## config.mk

```make
export PLATFORM = sky130hd
export DESIGN_NAME = afe_spi_config
export DESIGN_NICKNAME = d
export VERILOG_FILES = /design/src/rtl/afe_spi_config.sv
export SDC_FILE = /design/constraint.sdc
export NUM_CORES = 1
export LEC_CHECK = 0
export BUFFER_PORTS_ARGS = -buffer_cell sky130_fd_sc_hd__buf_2
export CAP_MARGIN = 20
export CORE_MARGIN = 4
export CORE_UTILIZATION = 53
export DETAILED_ROUTE_END_ITERATION = 6
export HOLD_SLACK_MARGIN = 0.1
export PLACE_DENSITY_LB_ADDON = 0.2
export SLEW_MARGIN = 0
export SYNTH_ARGS = -nofsm -noshare
export SYNTH_HDL_FRONTEND = slang
export SYNTH_SLANG_ARGS = --single-unit
```

## constraint.sdc

```tcl
create_clock -name clk -period 2.6 [get_ports clk]
set_input_delay 0.13 -clock clk [delete_from_list [all_inputs] [get_ports clk]]
set_output_delay 0.13 -clock clk [all_outputs]
set_load 0.01 [all_outputs]
```

## src/rtl/afe_spi_config.sv

```systemverilog
// afe_spi_config: boots an AFE by streaming a register table out over a 3-wire SPI
// write-only link, then accepts single runtime register writes.
// Ports: clk/reset (sync, active-high); start (reset-timer done level);
//   rom_index/rom_word (boot table, {addr[23:16], data[15:0]}, combinational read);
//   wr_valid/wr_word/wr_ready (runtime write handshake);
//   spi_sen_n/spi_sclk/spi_sdata (serial port); busy, config_done (status).
// Every output comes straight from a flop, so the serial pins are glitch-free.

module afe_spi_config #(
  parameter int CLK_DIV    = 4,  // clk cycles per SCLK half-period
  parameter int NUM_REGS   = 8,  // boot-table entries
  parameter int GAP_CYCLES = 8   // min spi_sen_n high time between frames
) (
  input  logic        clk,
  input  logic        reset,
  input  logic        start,
  output logic [7:0]  rom_index,
  input  logic [23:0] rom_word,
  input  logic        wr_valid,
  input  logic [23:0] wr_word,
  output logic        wr_ready,
  output logic        spi_sen_n,
  output logic        spi_sclk,
  output logic        spi_sdata,
  output logic        busy,
  output logic        config_done
);

  typedef enum logic [2:0] {IDLE, FETCH, SETUP, SHIFT, HOLD, GAP, READY} state_t;

  localparam logic [7:0] DIV_LAST = 8'(CLK_DIV - 1);
  localparam logic [7:0] GAP_LAST = 8'(GAP_CYCLES - 1);
  localparam logic [7:0] IDX_LAST = (NUM_REGS > 0) ? 8'(NUM_REGS - 1) : 8'd0;

  state_t      state_q, state_d;
  logic [7:0]  cnt_q, cnt_d;      // half-period / setup / hold / gap counter
  logic [4:0]  bit_q, bit_d;      // bit being shifted, 0..23
  logic [23:0] shreg_q, shreg_d;  // frame, MSB drives spi_sdata
  logic [7:0]  idx_q, idx_d;
  logic        sclk_q, sclk_d;
  logic        sen_n_q, sen_n_d;
  logic        busy_q, busy_d;
  logic        rdy_q, rdy_d;
  logic        done_q, done_d;

  always_comb begin
    state_d = state_q;
    cnt_d   = cnt_q;
    bit_d   = bit_q;
    shreg_d = shreg_q;
    idx_d   = idx_q;
    sclk_d  = sclk_q;
    done_d  = done_q;

    case (state_q)
      IDLE: begin
        // IDLE is only re-entered through reset, so start can fire the boot once.
        if (start) state_d = FETCH;
      end

      FETCH: begin
        if (NUM_REGS == 0) begin
          state_d = READY;
          done_d  = 1'b1;
        end else begin
          shreg_d = rom_word;
          cnt_d   = 8'd0;
          state_d = SETUP;
        end
      end

      SETUP: begin
        sclk_d = 1'b0;
        if (cnt_q == DIV_LAST) begin
          cnt_d   = 8'd0;
          bit_d   = 5'd0;
          state_d = SHIFT;
        end else begin
          cnt_d = cnt_q + 8'd1;
        end
      end

      SHIFT: begin
        if (cnt_q == DIV_LAST) begin
          cnt_d  = 8'd0;
          sclk_d = ~sclk_q;
          // Data advances on the same edge SCLK falls, so it is stable while SCLK is high.
          if (sclk_q) begin
            shreg_d = {shreg_q[22:0], 1'b0};
            if (bit_q == 5'd23) state_d = HOLD;
            else                bit_d   = bit_q + 5'd1;
          end
        end else begin
          cnt_d = cnt_q + 8'd1;
        end
      end

      HOLD: begin
        sclk_d = 1'b0;
        if (cnt_q == DIV_LAST) begin
          cnt_d   = 8'd0;
          state_d = GAP;
        end else begin
          cnt_d = cnt_q + 8'd1;
        end
      end

      GAP: begin
        if (cnt_q == GAP_LAST) begin
          cnt_d = 8'd0;
          // config_done still low means this was a boot frame.
          if (!done_q && idx_q != IDX_LAST) begin
            idx_d   = idx_q + 8'd1;
            state_d = FETCH;
          end else begin
            state_d = READY;
            done_d  = 1'b1;
          end
        end else begin
          cnt_d = cnt_q + 8'd1;
        end
      end

      READY: begin
        // wr_ready is high exactly in READY, so wr_valid alone completes the handshake.
        if (wr_valid) begin
          shreg_d = wr_word;
          cnt_d   = 8'd0;
          state_d = SETUP;
        end
      end

      default: state_d = IDLE;
    endcase

    sen_n_d = !(state_d == SETUP || state_d == SHIFT || state_d == HOLD);
    busy_d  = (state_d == FETCH || state_d == SETUP || state_d == SHIFT ||
               state_d == HOLD  || state_d == GAP);
    rdy_d   = (state_d == READY);
  end

  always_ff @(posedge clk) begin
    if (reset) begin
      state_q <= IDLE;
      cnt_q   <= 8'd0;
      bit_q   <= 5'd0;
      shreg_q <= 24'd0;
      idx_q   <= 8'd0;
      sclk_q  <= 1'b0;
      sen_n_q <= 1'b1;
      busy_q  <= 1'b0;
      rdy_q   <= 1'b0;
      done_q  <= 1'b0;
    end else begin
      state_q <= state_d;
      cnt_q   <= cnt_d;
      bit_q   <= bit_d;
      shreg_q <= shreg_d;
      idx_q   <= idx_d;
      sclk_q  <= sclk_d;
      sen_n_q <= sen_n_d;
      busy_q  <= busy_d;
      rdy_q   <= rdy_d;
      done_q  <= done_d;
    end
  end

  assign rom_index   = idx_q;
  assign wr_ready    = rdy_q;
  assign spi_sen_n   = sen_n_q;
  assign spi_sclk    = sclk_q;
  assign spi_sdata   = shreg_q[23];
  assign busy        = busy_q;
  assign config_done = done_q;

endmodule

```

== Word level (Yosys, flattened, before mapping) ==
Index checks and enable logic that the tools add are counted.
Cells by class
  multiplexer cells: 25
  reduce and logical (&&, ||, !) cells: 22
  equal/unequal tests: 21
  add/subtract/negate cells: 3
  bitwise gates (word level): 2
Operators by type and width (number)
  $mux 24: 3
  $pmux 24 s3: 1
  $pmux 8 s4: 1
  $mux 3: 9
  $mux 8: 3
  $pmux 3 s7: 1
  $mux 5: 4
  $eq 3x3->1 const B: 6
  $add 8x1->8 const B: 2
  $eq 3x2->1 const B: 4
  $ne 2x2->1 const B: 5
  $pmux 5 s2: 1
  $eq 8x2->1 const B: 1
  $eq 8x3->1 const B: 1
  $ne 8x3->1 const B: 1
  $eq 3x1->1 const B: 2
  $logic_or 1x1->1: 6
  $reduce_and 3->1: 2
  $add 5x1->5 const B: 1
  $eq 5x5->1 const B: 1
  $reduce_and 5->1: 1
  $reduce_and 2->1: 2
  $reduce_and 4->1: 1
  $reduce_bool 2->1: 2
  10 further kinds: 12
Storage, ports and cells
  input bits: 52
  logic and storage cells: 83
  flip-flop bits (word level): 53

== Longest topological paths before layout ==
Gate-level depths: netlist of the first run.
  word-level depth: 10
  mapped depth: 8

== Worst setup path before layout of the first run ==
No wires, ideal clock.
  path type: register to register
  start point: reg cnt_q[0]
  end point: reg sen_n_q, in the netlist spi_sen_n
  slack: 0.376 ns
  arrival time: 2.089 ns
  setup time: 0.135 ns
  period minus slack after synthesis: 2.224 ns
  data required time: 2.465 ns
  stages on the path, launching flop included: 8
  cell sequence: dfxtp_1 > ha_1 > or4b_4 > or4b_4 > a21oi_2 > o211ai_1 > nor4_1 > a31oi_1
On the way
  cells in the longest elaborated chain, start to end: 7
  elaborated cells on any way between the ends: 13
RTL lines
  from (decl): RTL line 36  | logic [7:0] cnt_q, cnt_d;
  from (signal assigned): RTL line 156  | cnt_q <= cnt_d;
  $eq 8x3->1 or $eq 8x2->1 (tied branches)
  $mux 3 (on tied branches)
  $pmux 3 s7 (*): RTL line 55  | case (state_q)
  $eq 3x2->1: RTL line 136  | sen_n_d = !(state_d == SETUP || state_d == SHIFT || state_d == HOLD);
  $logic_or 1x1->1: RTL line 136
  $logic_or 1x1->1 (*): RTL line 136
  $logic_not 1->1 (*): RTL line 136
  to (signal assigned): RTL line 161  | sen_n_q <= sen_n_d;
  to (decl): RTL line 41  | logic sen_n_q, sen_n_d;
Every way passes the cells marked *; elsewhere a longest branch is shown, timed or not.
A chain may end at the register's enable or synchronous reset.

== Worst setup path after layout of the first run ==
Ends and elaborated chain as after synthesis.

==> impl_results.md, run 1 <==
* VDD IR max at 0.313 mV
* Clock sink count at 53
* Min Hold Slack at 0.205 ns
* Crit-path most repeated cell: or4b_4
* Tot Pwr at 1.71 mW
* Final setup skew at 0.00626 ns
* Post-synth ARST share at 0%
* Cts bufs inserted at 5
* Max-slew violations at 0
* Cell area after synthesis at 0.00258 mm^2
* Synth cell types at 46
* Largest net degree at the start of global routing at 49
* Min Tclk post-route at 2.42 ns
* Die X at 77.8 um
* Main synth FF type: dfxtp_1
* Tcrit/Tclk final at 93.2%
* Final setup viols at 0
* DR WL/cell at 13.5 um
* Initial core utilization at 54.7%
* DRT iter0 DRCs at 151
* Critical path data required time at 2.77 ns
* Nets at 445
* Share of cells above drive strength 1 at 22.8%
* CTS tree: yes
* Synth Register Bits at 53
* CP Capture Type: flip-flop
* Antenna fix cells at 0
* YS warnings at 0
* DR DRC count at 0
* Total iterations of the first detailed-routing run at 5
* Hold WC Path Type: in -> reg
* Gate Count Post-Synth at 310
* Max Cap Viol at 0
* Chip Height at 77.8 um
* First-pass GRT wire length at 10,600 um
* Achievable Freq at 413 MHz
* Slowest stage delay, CP at 0.51 ns
* Rel. slew slack at 49.8%
* Clock transition at the registers of the reported paths at 0.09 ns
* Vias/cell at 5.48
* Initial antenna violation count at 0
* HPWL Detailed at 4140 um
* Sequential fraction of the synthesis area at 41.1%
* Worst Setup Path Type: reg -> reg
* Floorplan core area at 0.00472 mm^2
* Area Growth Syn to Fin at 27.7%
* Total GRT Usage at 21.1%
* Root Buffer: clkbuf_8
* Remaining antenna violation count at 0
* Hold Fails Final Rpt at 0
* RSZ-0062 raised after global routing: no
* CP max FO at 6
* Number of port buffers at 65
* # rows at 25
* Max stage delay cell, worst path: or4b_4
* Placed Cells at 427
* Lkg Pwr at 1.32 nW
* Critical Path AT at 2.60 ns
* Gpl congestion at 0.846
* GRT overflow at 0
* Status: complete, no violations
* Die area at 0.00606 mm^2
* Via count at 2,510
* Final WS setup at 0.176 ns
* PwrDens at 519 mW/mm^2
* Post-synth net total at 365
* Measured slew at the worst slew-check pin at 0.750 ns
* H-tree Lvls at 2
* CP Cell Sequence: ha_1 -> or4b_4 -> or4b_4 -> a21oi_2 -> o211ai_1 -> nor4_2 -> a31oi_1
* Number of synthesized flops with an enable pin at 0
* Clock tree buffer depth at 2
* Critical path launch point type: flip-flop
* Vias in the first global route at 2,379
* Setup WS pre-CTS at 0.166 ns
* Synthesized area per cell at 8.33 um^2
* Routed WL at 6170 um
* Boundary pin count at 66
* Post-route insts no fill at 458
* Setup TNS at 0 ns
* Worst skew pair latency at 0.30 ns
[final cells by class]
cell class              count  area [um^2]
multi-input cells         231         1420
fillers                   387         1430
flip-flops and latches     53         1060
well taps                  67         83.8
clock inverters             2         13.8
repair buffers             95          621
clock buffers               6         82.6
inverters                   4         15.0
[stage by stage]
step	area, um^2	util, %
final	3300	69.8
after detailed placement	2970	62.8
after floorplan	2580	-
after global routing	3300	69.8
after CTS	3290	69.7
after global placement	2970	62.8
[worst max-delay path, delay by kind of cell (launching register included)]
kind,cells,cell delay (ns)
AO/OA/AOI/OAI,3,0.41
adder cells (fa/ha/maj),1,0.26
flip-flops,1,0.37
AND/OR/NAND/NOR,3,1.26
[routing by layer]
metal | track usage [%] | share of wire, % | up-vias
li1 | - | - | 1290
met1 | 27.0 | 44 | 1145
met2 | 35.2 | 49 | 73
met3 | 5.80 | 6.9 | 2
met4 | 4.80 | 0.23 | 0
met5 | 0 | 0 | -
[cell usage in the layout, fill, tap and decap left out, types with 2 or more instances in the layout]
cell type	n
a21oi_1	9
o21ai_1	2
and3_1	6
a22oi_1	24
ha_1	3
nor3_1	5
dfxtp_1	53
or4b_4	2
a31oi_1	3
a311oi_1	23
inv_1	4
nand2b_1	2
nand3_1	7
nand4_1	6
dlygate4sd3_1	23
buf_4	6
a32o_1	2
buf_2	65
xnor2_1	5
nor2b_1	3
or3_1	2
xor2_1	11
nand2_1	36
o21ai_0	8
nor2_1	51
clkbuf_8	6
[worst paths after layout]
kind / startpoint / to / slack (ns) / cells past startpoint
max reg2reg: cnt_q[0]$_SDFFE_PP0P_ / spi_sen_n$_SDFF_PP1_ / 0.18 / 7
min: wr_word[21] / shreg_q[21]$_SDFFE_PP0P_ / 0.21 / 3
max: cnt_q[0]$_SDFFE_PP0P_ / spi_sen_n$_SDFF_PP1_ / 0.18 / 7
min reg2reg: config_done$_SDFFE_PP0P_ / config_done$_SDFFE_PP0P_ / 0.47 / 2
[cells in the mapped netlist (2+ instances only)]
master,number,area (um^2)
nor4_1,2,12.5
and3_1,6,37.5
xor2_1,11,96.3
inv_1,4,15.0
a32o_1,2,20.0
buf_2,5,25.0
dfxtp_1,53,1060
o21ai_0,8,40.0
nor2_1,51,191
nand2_1,36,135
nor3_1,5,25.0
clkbuf_1,15,56.3
a22oi_1,24,180
ha_1,3,37.5
nand2b_1,2,12.5
o21ai_1,2,10.0
nor2b_1,3,18.8
a31oi_1,3,18.8
a311oi_1,23,201
or3_1,2,12.5
nand3_1,7,35.0
a21oi_1,9,45.0
nand4_1,6,37.5
xnor2_1,5,43.8
or4b_4,2,27.5
[flip-flops by register name (all words and copies together), names as in the netlist, 3 cells and up]
signal and count:
rom_index 8, bit_q 5, state_q 3, shreg_q 24, cnt_q 8
[power by group]
part	internal, mW	leakage, nW	switching, mW	total (mW)
clock network	0.216	0.0512	0.260	0.476
logic	0.158	0.833	0.166	0.324
registers	0.871	0.431	0.0394	0.911
[kinds of logic (layout without fill, tap and decap cells)]
| kind of cell | count (synthesis) | count (layout) | share of synthesized area [%] |
|---|---|---|---|
| AOI/OAI and AO/OA | 80 | 80 | 23.4 |
| xor gates and xnor gates | 16 | 16 | 5.42 |
| adders and majority gates | 3 | 3 | 1.45 |
| buffers and inverters | 26 | 107 | 4.16 |
| DFF | 53 | 53 | 41.1 |
| muxes | 1 | 1 | 0.387 |
| and+or+nand+nor | 131 | 131 | 24.1 |
[repair_timing]
item,CTS,global route
setup buffers,0,0
hold buffers,23,0
gates resized for setup,0,1
hold endpoints to repair,23,0
endpoints found under the setup margin,0,1
No activity file was read; power rests on OpenSTA's default activity.
==> run 2: changes to the inputs <==
--- a/config.mk
+++ b/config.mk
@@ -5,10 +5,11 @@
 export SDC_FILE = /design/constraint.sdc
 export NUM_CORES = 1
 export LEC_CHECK = 0
+export ABC_AREA = 1
 export BUFFER_PORTS_ARGS = -buffer_cell sky130_fd_sc_hd__buf_2
-export CAP_MARGIN = 20
+export CAP_MARGIN = 10
 export CORE_MARGIN = 4
-export CORE_UTILIZATION = 53
+export CORE_UTILIZATION = 54
 export DETAILED_ROUTE_END_ITERATION = 6
 export HOLD_SLACK_MARGIN = 0.1
 export PLACE_DENSITY_LB_ADDON = 0.2
==> run 2 against run 1 <==
Compared with the run above:
- worst hold slack lost 0.10 ns
- core utilization decreased by 4.5 points
- routed wire length rose by 9.1%
- critical path depth up 1
- cell count rose by 23%
- clock skew shrank 0.0010 ns
- die area rose by 8.6%
- sequential power up 2%
- register-to-register slack improved by 0.39 ns
- highest routed layer unchanged
- largest power group unchanged
- critical endpoint is now shreg_q[23]$_SDFFE_PP0P_
==> impl_results.md, run 2 <==
* Commonest non-fill, non-tap cell in the layout: nand2_1
* R2R Path End: shreg_q[23]$_SDFFE_PP0P_
* Register-to-Register Setup Slack at 0.57 ns
* Final WS setup at 0.568 ns
* Number of synthesized flops with an enable pin at 0
* Largest family of logic cells by synthesized area: simple AND/OR/NAND/NOR gates
* Critical Path AT at 2.28 ns
* Post-synth ARST share at 0%
* Vias/cell at 5.17
* HPWL Detailed at 4890 um
* Post-synthesis mux area share at 0%
* Final instance area at 0.00336 mm^2
* # fillers at 475
* PwrDens at 522 mW/mm^2
* Cell area after synthesis at 0.00288 mm^2
* DR WL/cell at 12.0 um
* Setup WS pre-CTS at 0.614 ns
* Clock transition at the registers of the reported paths at 0.10 ns
* Chip Height at 81.1 um
* Storage cell area at 0.00106 mm^2
* Gpl congestion at 0.799
* Largest net degree at the start of global routing at 32
* HP Start: rom_word[14]
* DR DRC count at 0
* # rows at 26
* Gate Count Post-Synth at 426
* Clock tree buffer depth at 2
* Max Cap Viol at 0
* Max reg flops at 24
* Remaining antenna violation count at 0
* Total iterations of the first detailed-routing run at 4
* Register-to-Register Path Depth at 8
* Met1 wire length at 3090 um
* Sequential fraction of the synthesis area at 36.8%
* CP max FO at 31
* Final setup viols at 0
* Vias in the first global route at 2,691
* Post-cts resize count at 0
* Dominant cells by area after synthesis: dfxtp_1, nand2_1, nor2_1
* Critical path data required time at 2.85 ns
* Synthesized area per cell at 6.77 um^2
* H-tree Lvls at 2
* Min Tclk post-route at 2.03 ns
* CTS tree: yes
* Initial antenna violation count at 0
* Status: complete, no violations
* Worst Setup Path Type: reg -> reg
* Area Growth Syn to Fin at 16.4%
* Top-count cell post-synth: nand2_1
* VDD IR max at 0.357 mV
* DRT iter0 DRCs at 108
* Boundary pin count at 66
* Most flop-heavy register: shreg_q
* Final setup skew at 0.00526 ns
* Routed wl met2 at 3250 um
* Measured slew at the worst slew-check pin at 0.531 ns
* Tot Pwr at 1.75 mW
* Initial core utilization at 56.1%
* Main synth FF type: dfxtp_1
* Synth Register Bits at 53
* Synth Area in Compound Gates at 16.2%
* Met3 WL at 286 um
* Routed WL at 6730 um
* First-pass GRT wire length at 11,400 um
* GRT overflow at 0
* Die area at 0.00657 mm^2
* Hold WC Path Type: in -> reg
* Antenna fix cells at 0
* Rel. slew slack at 64.5%
* Nets at 546
* Simple-gate share of the synthesized area at 33.8%
* Post-route insts no fill at 562
* Worst r2r src: state_q[1]$_SDFF_PP0_
* Die X at 81.1 um
* Total GRT Usage at 21.9%
* Post-placement cell area at 0.00321 mm^2
* Synth cell types at 32
* Multi-input logic area at 0.00153 mm^2
* Critical path launch point type: flip-flop
* Post-Synth Adder-Cell Area at 1.30%
* Post-synth net total at 481
* Share of the synthesized area in the top cell type at 36.8%
* Setup TNS at 0 ns
* Post-synth top cells: nand2_1, nor2_1, dfxtp_1
* Share of cells above drive strength 1 at 20.9%
* Max-slew violations at 0
* Via count at 2,905
* Hold Path End: shreg_q[14]$_SDFFE_PP0P_
* Most frequent cells in the layout: nand2_1, buf_2, nor2_1
* Area leader, netlist: dfxtp_1
* Root Buffer: clkbuf_8
* Achievable Freq at 492 MHz
* WHS Path Cells at 3
* Worst skew pair latency at 0.31 ns
* Hold Fails Final Rpt at 0
* Tcrit/Tclk final at 78.1%
* Post-synthesis xor/xnor area fraction at 1.82%
* Highest metal used: met4
* Clock sink count at 53
* Cts bufs inserted at 5
* Lkg Pwr at 1.46 nW
* Floorplan core area at 0.00514 mm^2
* YS warnings at 0
* Placed Cells at 548
* RSZ-0062 raised after global routing: no
* Number of setup buffers added after CTS at 0
* CP Capture Type: flip-flop
* Number of port buffers at 65
run 2: changes by cell type in the layout (fill, tap and decap cells not counted), sizes merged, moves of 6 or more:
cell         delta
a311oi         -23
nor2           +11
and3            -6
a22oi          -24
dlygate4sd3    -17
nand2          +59
xor2            -6
inv            +46
o21ai          +34
a21oi          +32
nand3          +28
run 2: logic make-up (layout without fill, tap and decap cells):
group                      Yosys count  after routing
DFF                                 53             53
buffers and inverters               64            130
xor gates and xnor gates             6              6
AOI/OAI and AO/OA                   89             89
and+or+nand+nor                    211            211
adders and majority gates            3              3
run 2: layout make-up:
class / instances / area share [%]
Multi-Input combinational cell: 309 / 45.6
Sequential cell: 53 / 31.6
Timing Repair Buffer: 73 / 11.9
Inverter: 49 / 5.55
Tap cell: 70 / 2.61
Clock buffer: 5 / 2.05
Clock inverter: 3 / 0.634
run 2: worst max-delay path by stage:
stage | from | endpoint
2_1_floorplan | cnt_q[0]$_SDFFE_PP0P_ | spi_sen_n$_SDFF_PP1_
3_3_place_gp | state_q[1]$_SDFF_PP0_ | shreg_q[23]$_SDFFE_PP0P_
3_5_place_dp | state_q[1]$_SDFF_PP0_ | shreg_q[23]$_SDFFE_PP0P_
4_1_cts | state_q[1]$_SDFF_PP0_ | shreg_q[23]$_SDFFE_PP0P_
5_1_grt | state_q[1]$_SDFF_PP0_ | shreg_q[23]$_SDFFE_PP0P_
6_report | state_q[1]$_SDFF_PP0_ | shreg_q[23]$_SDFFE_PP0P_
run 2: metrics by stage:
step / utilization (%) / hold WS, ns
after CTS: 65.3 / 0.101
final: 65.3 / 0.105
after global routing: 65.3 / 0.113
after global placement: 62.4 / 0.413
after detailed placement: 62.4 / 0.421
after floorplan: - / 0.275
run 2: timing repair:
action / in CTS / in global routing
endpoints found under the hold margin: 6 / 0
hold buffers: 6 / 0
setup endpoints to repair: 0 / 0
run 2: routing by layer:
layer	GRT usage (%)	vias up
met2	38.1	73
met5	0	-
met3	3.10	9
met4	8.45	0
li1	-	1516
met1	27.3	1307
run 2: where the power goes:
part           switching (mW)  total, mW  internal, mW
Combinational           0.214      0.347         0.133
Clock                   0.291      0.482         0.192
Sequential             0.0435      0.925         0.881
run 2: critical path: stages, from the launching register on:
cell and delay (ns):
dfxtp_1 0.54, nand2_2 0.13, nor2_4 0.36, nand2_1 0.13
nand3_1 0.13, nand2_4 0.14, inv_4 0.27, o21ai_0 0.13
a21oi_1 0.13
